[src/rtl/writeback_unit.sv]
// Writeback stage: buffers execute results in an in-order FIFO and drains them one at a time
// into the register file write port, publishing a RAW-hazard mask of pending destinations.
module writeback_unit #(
  parameter int unsigned DEPTH          = 4,
  parameter int unsigned TIMEOUT_CYCLES = 16
) (
  input  logic        clk,
  input  logic        reset,
  input  logic        in_valid,
  output logic        in_ready,
  input  logic [4:0]  in_rd,
  input  logic [63:0] in_value,
  output logic        rf_write_enable,
  output logic [4:0]  rf_write_register,
  output logic [63:0] rf_write_value,
  input  logic        rf_write_done,
  output logic [31:0] pending_mask,
  output logic        idle,
  output logic        timeout_error,
  output logic [31:0] retired_count
);

  localparam int unsigned PtrW = $clog2(DEPTH);
  localparam int unsigned CntW = $clog2(DEPTH + 1);
  localparam int unsigned TmoW = $clog2(TIMEOUT_CYCLES + 1);

  typedef enum logic [1:0] {StIdle, StIssue, StWait} state_e;

  state_e          r_state, w_state_next;
  logic [4:0]      r_mem_rd  [DEPTH];
  logic [63:0]     r_mem_val [DEPTH];
  logic [PtrW-1:0] r_wr_ptr, r_rd_ptr;
  logic [CntW-1:0] r_count;
  logic [TmoW-1:0] r_tmo, w_tmo_next, w_tmo_inc;
  logic            r_terr;
  logic [31:0]     r_retired;
  logic            w_push, w_pop, w_done_pop, w_tmo_pop, w_busy;

  assign in_ready  = (r_count != CntW'(DEPTH));
  // Writes to x0 are architecturally void, so they are swallowed at the input.
  assign w_push    = in_valid && in_ready && (in_rd != 5'd0);
  assign w_pop     = w_done_pop || w_tmo_pop;
  assign w_tmo_inc = r_tmo + TmoW'(1);

  always_comb begin
    w_state_next    = r_state;
    w_tmo_next      = r_tmo;
    w_done_pop      = 1'b0;
    w_tmo_pop       = 1'b0;
    rf_write_enable = 1'b0;
    unique case (r_state)
      StIdle: begin
        if (r_count != '0) w_state_next = StIssue;
      end
      StIssue: begin
        rf_write_enable = 1'b1;
        w_tmo_next      = '0;
        w_state_next    = StWait;
      end
      StWait: begin
        if (rf_write_done) begin
          w_done_pop   = 1'b1;
          w_tmo_next   = '0;
          w_state_next = (r_count > CntW'(1)) ? StIssue : StIdle;
        end else if (w_tmo_inc == TmoW'(TIMEOUT_CYCLES)) begin
          w_tmo_pop    = 1'b1;
          w_tmo_next   = '0;
          w_state_next = (r_count > CntW'(1)) ? StIssue : StIdle;
        end else begin
          w_tmo_next = w_tmo_inc;
        end
      end
      default: w_state_next = StIdle;
    endcase
  end

  always_ff @(posedge clk or negedge reset) begin
    if (!reset) begin
      r_state   <= StIdle;
      r_wr_ptr  <= '0;
      r_rd_ptr  <= '0;
      r_count   <= '0;
      r_tmo     <= '0;
      r_terr    <= 1'b0;
      r_retired <= '0;
    end else begin
      r_state <= w_state_next;
      r_tmo   <= w_tmo_next;
      if (w_push) r_wr_ptr <= r_wr_ptr + PtrW'(1);
      if (w_pop)  r_rd_ptr <= r_rd_ptr + PtrW'(1);
      if (w_push && !w_pop) begin
        r_count <= r_count + CntW'(1);
      end else if (!w_push && w_pop) begin
        r_count <= r_count - CntW'(1);
      end
      if (w_tmo_pop)  r_terr    <= 1'b1;
      if (w_done_pop) r_retired <= r_retired + 32'd1;
    end
  end

  // Payload storage needs no reset: entries are only read while counted as valid.
  always_ff @(posedge clk) begin
    if (w_push) begin
      r_mem_rd[r_wr_ptr]  <= in_rd;
      r_mem_val[r_wr_ptr] <= in_value;
    end
  end

  // Head is only popped from WAIT, so it stays stable from request until done.
  assign w_busy            = (r_state != StIdle);
  assign rf_write_register = w_busy ? r_mem_rd[r_rd_ptr]  : 5'd0;
  assign rf_write_value    = w_busy ? r_mem_val[r_rd_ptr] : 64'd0;

  always_comb begin
    pending_mask = '0;
    for (int unsigned i = 0; i < DEPTH; i++) begin
      if (CntW'(i) < r_count) pending_mask[r_mem_rd[r_rd_ptr + PtrW'(i)]] = 1'b1;
    end
  end

  assign idle          = (r_count == '0) && (r_state == StIdle);
  assign timeout_error = r_terr;
  assign retired_count = r_retired;

endmodule

[config.mk]
export PLATFORM = sky130hd
export DESIGN_NAME = writeback_unit
export DESIGN_NICKNAME = d
export VERILOG_FILES = /design/src/rtl/writeback_unit.sv
export SDC_FILE = /design/constraint.sdc
export NUM_CORES = 1
export LEC_CHECK = 0
export BUFFER_PORTS_ARGS = -buffer_cell sky130_fd_sc_hd__buf_4
export CAP_MARGIN = 25
export CORE_ASPECT_RATIO = 1.25
export CORE_MARGIN = 2
export CORE_UTILIZATION = 26
export CTS_CLUSTER_SIZE = 24
export DETAILED_ROUTE_END_ITERATION = 16
export GPL_TIMING_DRIVEN = 0
export PLACE_DENSITY = 0.49
export SYNTH_ARGS = -nofsm -noshare
export SYNTH_HDL_FRONTEND = slang
export SYNTH_SLANG_ARGS = --single-unit
export TNS_END_PERCENT = 1
[constraint.sdc]
create_clock -name clk -period 3.5 [get_ports clk]
set_input_delay 0.35 -clock clk [delete_from_list [all_inputs] [get_ports clk]]
set_output_delay 0.35 -clock clk [all_outputs]
set_load 0.05 [all_outputs]
==> results of run 1 <==
## layout by cell type, fill, tap and decap left out, types with 13 or more instances in the layout
cell	Yosys	final
sky130_fd_sc_hd__buf_2	14	13
sky130_fd_sc_hd__nand2_1	62	62
sky130_fd_sc_hd__buf_4	4	213
sky130_fd_sc_hd__nor2b_1	72	72
sky130_fd_sc_hd__xor2_1	16	16
sky130_fd_sc_hd__a22oi_1	21	21
sky130_fd_sc_hd__dfrtp_1	47	47
sky130_fd_sc_hd__o221ai_1	32	32
sky130_fd_sc_hd__ha_1	15	15
sky130_fd_sc_hd__mux2i_1	16	16
sky130_fd_sc_hd__nand3_1	18	18
sky130_fd_sc_hd__edfxtp_1	276	276
sky130_fd_sc_hd__mux4_2	73	73
sky130_fd_sc_hd__xnor2_1	21	21
sky130_fd_sc_hd__mux2_2	19	19
sky130_fd_sc_hd__clkbuf_16	0	37
sky130_fd_sc_hd__clkbuf_1	9	14
sky130_fd_sc_hd__nor2_1	39	39
## cell type report
class / instances / area (sq um)
antenna: 1 / 2.50
buffer: 30 / 166
clock buffer: 43 / 958
clock inverter: 18 / 168
fill: 5364 / 35800
inverter: 12 / 45.0
multi-input combinational: 488 / 4480
sequential: 323 / 9460
tap: 727 / 910
timing repair buffer: 225 / 1770
## final timing paths
kind | endpoint | slack (ns) | startpoint
setup / recovery | pending_mask[6] | 0.16 | r_rd_ptr[1]
hold / removal | r_mem_val[0][27] | 0.04 | in_value[27]
setup reg to reg | r_mem_val[3][48] | 0.51 | r_count[0]
hold reg to reg | timeout_error | 0.47 | timeout_error
max in group asynchronous | r_wr_ptr[0] | 2.65 | reset
min in group asynchronous | retired_count[31] | 0.41 | reset
## metal layers
metal	vias to the layer above	share of wire	track usage
met5	-	0	0
met4	0	0.025	0.0412
met3	50	0.050	0.0284
met2	210	0.53	0.243
met1	4290	0.40	0.156
li1	3886	-	-
## state kept, by name (all words and copies together) (netlist names)
name	flops
r_mem_val	256
retired_count	32
r_mem_rd	20
r_tmo	5
r_count	3
r_rd_ptr	2
r_state	2
r_wr_ptr	2
timeout_error	1
## power groups by stage
stage               logic (uW)  clock network (uW)  registers, uW
finish                    9160                3610           5160
floorplan                 6290                   0           5290
global route              9770                3890           5220
global placement          9270                   0           5300
CTS                       9350                3760           5160
detailed placement        9320                   0           5240
## stage by stage
| step | instances | setup slack (ns) | total power (uW) | setup TNS (ns) |
|---|---|---|---|---|
| floorplan | 853 | -0.142 | 11600 | -29.33 |
| global placement | 1789 | -1.87 | 14600 | -404.15 |
| detailed placement | 1793 | 0.429 | 14600 | 0 |
| CTS | 1866 | 0.0686 | 18300 | 0 |
| global route | 1867 | 0.00421 | 18900 | 0 |
| finish | 1867 | 0.160 | 17900 | 0 |
## logic make-up after synthesis
family,after synthesis,synth area share
flops,323,0.669
simple gates,242,0.0884
mux,109,0.145
compound gates,85,0.0468
buf+inv,42,0.0148
xor+xnor,37,0.0229
fa+ha+maj,15,0.0133
## timing repair
| action | CTS | global route |
|---|---|---|
| hold buffers | 12 | 0 |
| endpoints found under the hold margin | 85 | 0 |
| resized for setup | 0 | 1 |
| endpoints found under the setup margin | 0 | 9 |
## worst register-to-register path: stages (launching register included)
cell and delay, ns:
sky130_fd_sc_hd__dfrtp_1 0.48, sky130_fd_sc_hd__inv_1 0.10, sky130_fd_sc_hd__ha_1 0.23, sky130_fd_sc_hd__nand2_1 0.12, sky130_fd_sc_hd__nand2_1 0.12, sky130_fd_sc_hd__a21oi_1 0.52
sky130_fd_sc_hd__and2_4 0.75, sky130_fd_sc_hd__buf_12 0.32
==> impl_results.md, run 1 <==
- Outcome: complete, no violations
- Clock tree from TritonCTS: built
- Crit path launch type: flop
- Core utilization of the finished layout: 0.334
- Leakage power figure: between 0.006 and 0.007 uW
- Share of cells above drive strength 1: 0.335
- Clock transition at the registers of the reported paths: roughly 0.060 ns
- Top Ports: 210
- Core footprint: ~0.054 sq mm
- Detailed-routing iteration count for the pre-antenna-repair pass: 7
- Number of max-slew violations in the final report: 0
- Routed length per placed instance: 20.2 um
- Final Cycle Share: 0.954
- Number of buffers and inverters on the critical path: 3
- Post-synth top area cell: sky130_fd_sc_hd__edfxtp_1
- CTS Buffer Depth: 3
- Post-DP HPWL: around 26 mm
- Max_slew headroom: 0.451
- H-Tree Depth: 2
- Final global-route overflow total: 0
- Post-route minimum period: around 3.3 ns
- Category of cells accounting for the largest share of critical-path delay: multiplexers
- Total Routed Length: 37.8 mm
- Commonest cells in the synthesized netlist: sky130_fd_sc_hd__edfxtp_1, sky130_fd_sc_hd__mux4_2, sky130_fd_sc_hd__nor2b_1, sky130_fd_sc_hd__nand2_1, sky130_fd_sc_hd__dfrtp_1
- Unrepaired setup endpoints after global routing: no
- GPL Wtd Cong: roughly 0.86
- Min-Delay Path Class: input pin to flop
- Max capacitance violation total: 0
- 1st-iter DRT viols: 450
- Share of total power in sequential cells: 0.288
- Area growth from synthesis to layout: 27.0%
- Worst setup path class: flop to primary output
- Number of I/O port buffers: about 210
- Syn Std Cell Area: 0.0141 sq mm
- Clock share of power: 0.201
- Hold_ws: 0.0402 ns
- Arrival time at the worst endpoint: about 3.0 ns
- Peak per-stage delay on the critical path: roughly 0.40 ns
- Mean post-synth cell area: ~17 sq um
- Fmax: ~300 MHz
- Worst clock skew on the final layout: just under 0.01 ns
- Skew-Pair Late Insertion Delay: 0.51 ns
- Post-DR vias/cell: between 4 and 5
- Die Outline Area: between 0.05 and 0.06 sq mm
- CP Depth: 8
- Overall routing resource usage: 0.134
- Top area cells in the synthesized netlist: sky130_fd_sc_hd__edfxtp_1, sky130_fd_sc_hd__mux4_2, sky130_fd_sc_hd__dfrtp_1
- DP Area: 0.0167 sq mm
- FP Rows: between 90 and 100
- Layout Cell Area excl Fill: about 0.018 sq mm
- Number of warning messages in the yosys log: 0
- Switching Fraction: 0.436
- Critical-path cell list: buf_4, buf_4, mux2_2, mux2i_1, nor2_1, a22oi_1, o221ai_1, buf_4
- Initial core utilization: 0.263
- Wire length of the first global-routing pass: ~56 mm
- Share of total power in combinational logic: 0.511
- Part of the Yosys area used for sequential elements: 0.669
- CP Max Fanout: 10
- Most Frequent Cell on Critical Path: sky130_fd_sc_hd__buf_4
- X dimension of the die: around 210 um
- Root buffer cell: sky130_fd_sc_hd__clkbuf_16
- Post-detailed-route count of antenna-violating nets: 0
- Worst setup EP type: primary output
- Power density cells: 998 mW/mm^2
- Data required time of the worst path: 3.15 ns
- Internal power of the cells: between 10000 and 15000 uW
- Num Clock Sinks: approximately 320
- Number of cells on the worst hold path: 1
- Synthesized flop and latch total: ~320
- Largest net degree at the start of global routing: 48
- Synth unique cells: 42
- Number of nets at the end of the flow: roughly 1200
- Synth Net Count: 941
- Die Span Y: 265 um
- Number of setup violations in the final report: 0
- Crit path max-delay cell type: sky130_fd_sc_hd__mux2i_1
- Most numerous cell in the Yosys netlist: sky130_fd_sc_hd__edfxtp_1
- Number of enable-type register cells in the synthesized netlist: around 280
- Total clock buffers created by CTS: 35
- Proportion of register bits with asynchronous set or reset after synthesis: 0.146
- Number of antenna violations at the first check in global routing: 1
- Worst Tran Pin Value: 0.824 ns
- Final hold viol count: 0
- Net Switching: roughly 7800 uW
- Synthesized instance count: roughly 850
- Remaining DRCs: 0
- Worst reg2reg path depth: 7
- Total via count in the routed design: approximately 8400
- Fraction of post-synthesis cell area in the top cell type by area: 0.586
- Number of global-route vias before repair: approximately 9100
- Setup Buffers After CTS: 0
- Most instantiated flip-flop cell in the synthesis netlist: sky130_fd_sc_hd__edfxtp_1
- Largest voltage drop on the vdd net: between 0.4 and 0.5 mV
Power figures use the tool's default switching activity.
==> inputs of run 2 (changes only) <==
Settings changed: PLACE_DENSITY 0.49 to 0.48.
Clock period 3.5 ns to 3.3 ns, I/O delays scaled along.
==> run 2 against run 1 <==
First-iteration DRC count is 9.1% higher; worst hold slack worse by 0.0085 ns; non-clock buffer count up 54; clock power up 6.1%; register-to-register slack got worse by 0.07 ns; largest power group unchanged; global-route usage is 0.25 points higher; utilization up 1.2 points; sequential share of layout area is 1.8 points lower; flip-flop and latch count unchanged.
==> impl_results.md, run 2 (synthesized netlist as in run 1, its figures left out) <==
- Diodes inserted: 0 (was 1)
- Overall routing resource usage: 0.136 (was 0.134)
- Overall Power: 19200 uW (was 17900 uW)
- CP Max Fanout: 10 (unchanged)
- Largest net degree at the start of global routing: 48 (unchanged)
- Wire length of the first global-routing pass: 57.5 mm (was 56.4 mm)
- FP Rows: 95 (unchanged)
- Number of nets at the end of the flow: 1257 (was 1203)
- Clock transition at the registers of the reported paths: 0.06 ns (about the same)
- Detailed-routing iteration count for the pre-antenna-repair pass: 5 (was 7)
- Worst reg2reg path depth: 7 (unchanged)
- Total Routed Length: 38.4 mm (was 37.8 mm)
- Most common cell after layout, fill and taps aside: sky130_fd_sc_hd__edfxtp_1 (unchanged)
- Flip-flop count of the largest register after layout: 256 (unchanged)
- Fmax: just over 300 MHz
- Min-Delay Path Class: input pin to flop (unchanged)
- Total clock buffers created by CTS: 35 (unchanged)
- Post-detailed-route count of antenna-violating nets: 0 (unchanged)
- Total of fill cells in the finished design: 5299 (was 5364)
- Share of cells above drive strength 1: 0.329 (was 0.335)
- Arrival time at the worst endpoint: 2.88 ns (was 2.99 ns)
- Hold_ws: 0.0318 ns (was 0.0402 ns)
- Worst clock skew on the final layout: 0.00903 ns (was 0.00961 ns)
- Number of global-route vias before repair: 9189 (was 9069)
- Crit path launch type: flop (unchanged)
- Post-route minimum period: ~3.2 ns
- Worst setup path class: flop to primary output (unchanged)
- Number of I/O port buffers: 209 (unchanged)
- Die Outline Area: 0.0563 sq mm (unchanged)
- Final hold viol count: 0 (unchanged)
- Number of max-slew violations in the final report: 0 (unchanged)
- Register containing the most flip-flops in the final layout: r_mem_val (unchanged)
- Max_slew headroom: 0.406 (was 0.451)
- Routed length per placed instance: 20.0 um (was 20.2 um)
- Skew-Pair Late Insertion Delay: 0.51 ns (about the same)
- 1st-iter DRT viols: 491 (was 450)
- Post-DR vias/cell: 4.57 (was 4.52)
- Worst Tran Pin Value: 0.892 ns (was 0.824 ns)
- Clock tree from TritonCTS: built (unchanged)
- Final Cycle Share: 0.974
- GPL Wtd Cong: 0.936 (was 0.855)
- Root buffer cell: sky130_fd_sc_hd__clkbuf_16 (unchanged)
- Number of setup violations in the final report: 0 (unchanged)
- Power density cells: 1030 mW/mm^2 (was 998 mW/mm^2)
- Worst setup EP type: primary output (unchanged)
- Die Span Y: 265 um (unchanged)
- Core footprint: 0.0537 sq mm (unchanged)
- CTS Buffer Depth: 3 (unchanged)
- Outcome: complete, no violations (unchanged)
- Data required time of the worst path: 2.97 ns (was 3.15 ns)
- Top Ports: 210 (unchanged)
- Unrepaired setup endpoints after global routing: yes (was no)
- Setup Buffers After CTS: 0 (unchanged)
- H-Tree Depth: 2 (unchanged)
- Max capacitance violation total: 0 (unchanged)
- Number of antenna violations at the first check in global routing: 0 (was 1)
- Largest voltage drop on the vdd net: 0.629 mV (was 0.494 mV)
- Total via count in the routed design: 8790 (was 8436)
- Leakage power figure: 0.00670 uW (was 0.00647 uW)
- Final global-route overflow total: 0 (unchanged)
- Area growth from synthesis to layout: 31.4% (was 27.0%)
- Num Clock Sinks: 323 (unchanged)
- Number of cells on the worst hold path: 1 (unchanged)
- Commonest cells after routing, fill and taps aside: sky130_fd_sc_hd__edfxtp_1, sky130_fd_sc_hd__buf_4, sky130_fd_sc_hd__mux4_2 (unchanged)
- Remaining DRCs: 0 (unchanged)
- Post-route setup TNS: 0 ns (unchanged)
- Post-DP HPWL: 26.0 mm (was 26.3 mm)
- X dimension of the die: 213 um (unchanged)
- Initial core utilization: 0.263 (unchanged)
==> run 2: changes by cell type in the layout (fill, tap and decap cells not counted), sizes merged <==
cell / delta
dlygate4sd3: +54
clkdlybuf4s15: +1
clkbuf: -3
inv: -1
clkinv: +3
diode: -1
clkinvlp: +2
==> run 2: what timing repair did <==
item,CTS,global route
pin swaps,0,1
setup endpoints to repair,51,25
hold buffers,66,0
gates resized for setup,11,11
hold endpoints to repair,300,0
==> run 2: routing by layer <==
layer,part of all wire,wire length (um),global-route usage,vias up
li1,-,-,-,3989
met1,0.41,15800,0.167,4487
met2,0.50,19400,0.235,239
met5,0,0,0,-
met3,0.053,2030,0.0287,75
met4,0.032,1220,0.0495,0
==> run 2: path summary, 6_finish.rpt <==
path / startpoint / to / slack, ns
max: r_rd_ptr[1] / pending_mask[15] / 0.09
min: in_value[60] / r_mem_val[2][60] / 0.03
max reg2reg: r_count[0] / r_mem_val[0][55] / 0.44
min reg2reg: timeout_error / timeout_error / 0.46
max in group asynchronous: reset / r_state[0] / 2.49
min in group asynchronous: reset / retired_count[31] / 0.38
==> run 2: layout make-up <==
type	count	area [sq um]	share of cell area
Buffer	30	188	0.0101
Clock buffer	41	941	0.0506
Clock inverter	22	176	0.00949
Inverter	12	45.0	0.00242
Multi-Input combinational cell	488	4520	0.243
Sequential cell	323	9460	0.509
Tap cell	727	910	0.0489
Timing Repair Buffer	279	2340	0.126
==> run 2: per-stage QoR <==
stage / setup slack [ns] / utilization / cells / cell area, sq um
5_1_grt: -0.0536 / 0.346 / 1922 / 18600
4_1_cts: 0.00221 / 0.345 / 1922 / 18500
3_5_place_dp: 0.381 / 0.312 / 1793 / 16700
3_3_place_gp: -2.13 / 0.309 / 1789 / 16600
2_1_floorplan: -0.342 / - / 853 / 14100
6_report: 0.0867 / 0.346 / 1922 / 18600
==> run 2: critical path, cell delays in order, from the launching register on <==
cell and delay (ns):
sky130_fd_sc_hd__dfrtp_1 0.36, sky130_fd_sc_hd__buf_4 0.17, sky130_fd_sc_hd__buf_4 0.19, sky130_fd_sc_hd__buf_4 0.19, sky130_fd_sc_hd__mux2i_1 0.14, sky130_fd_sc_hd__mux2_2 0.32
sky130_fd_sc_hd__nor2_1 0.40, sky130_fd_sc_hd__a22oi_1 0.18, sky130_fd_sc_hd__o221ai_1 0.15, sky130_fd_sc_hd__buf_4 0.26
==> run 2: power by group <==
group	switching, uW	leakage [uW]	internal (uW)
clock network	1570	0.000536	2270
logic	6620	0.00301	3290
registers	214	0.00315	5250
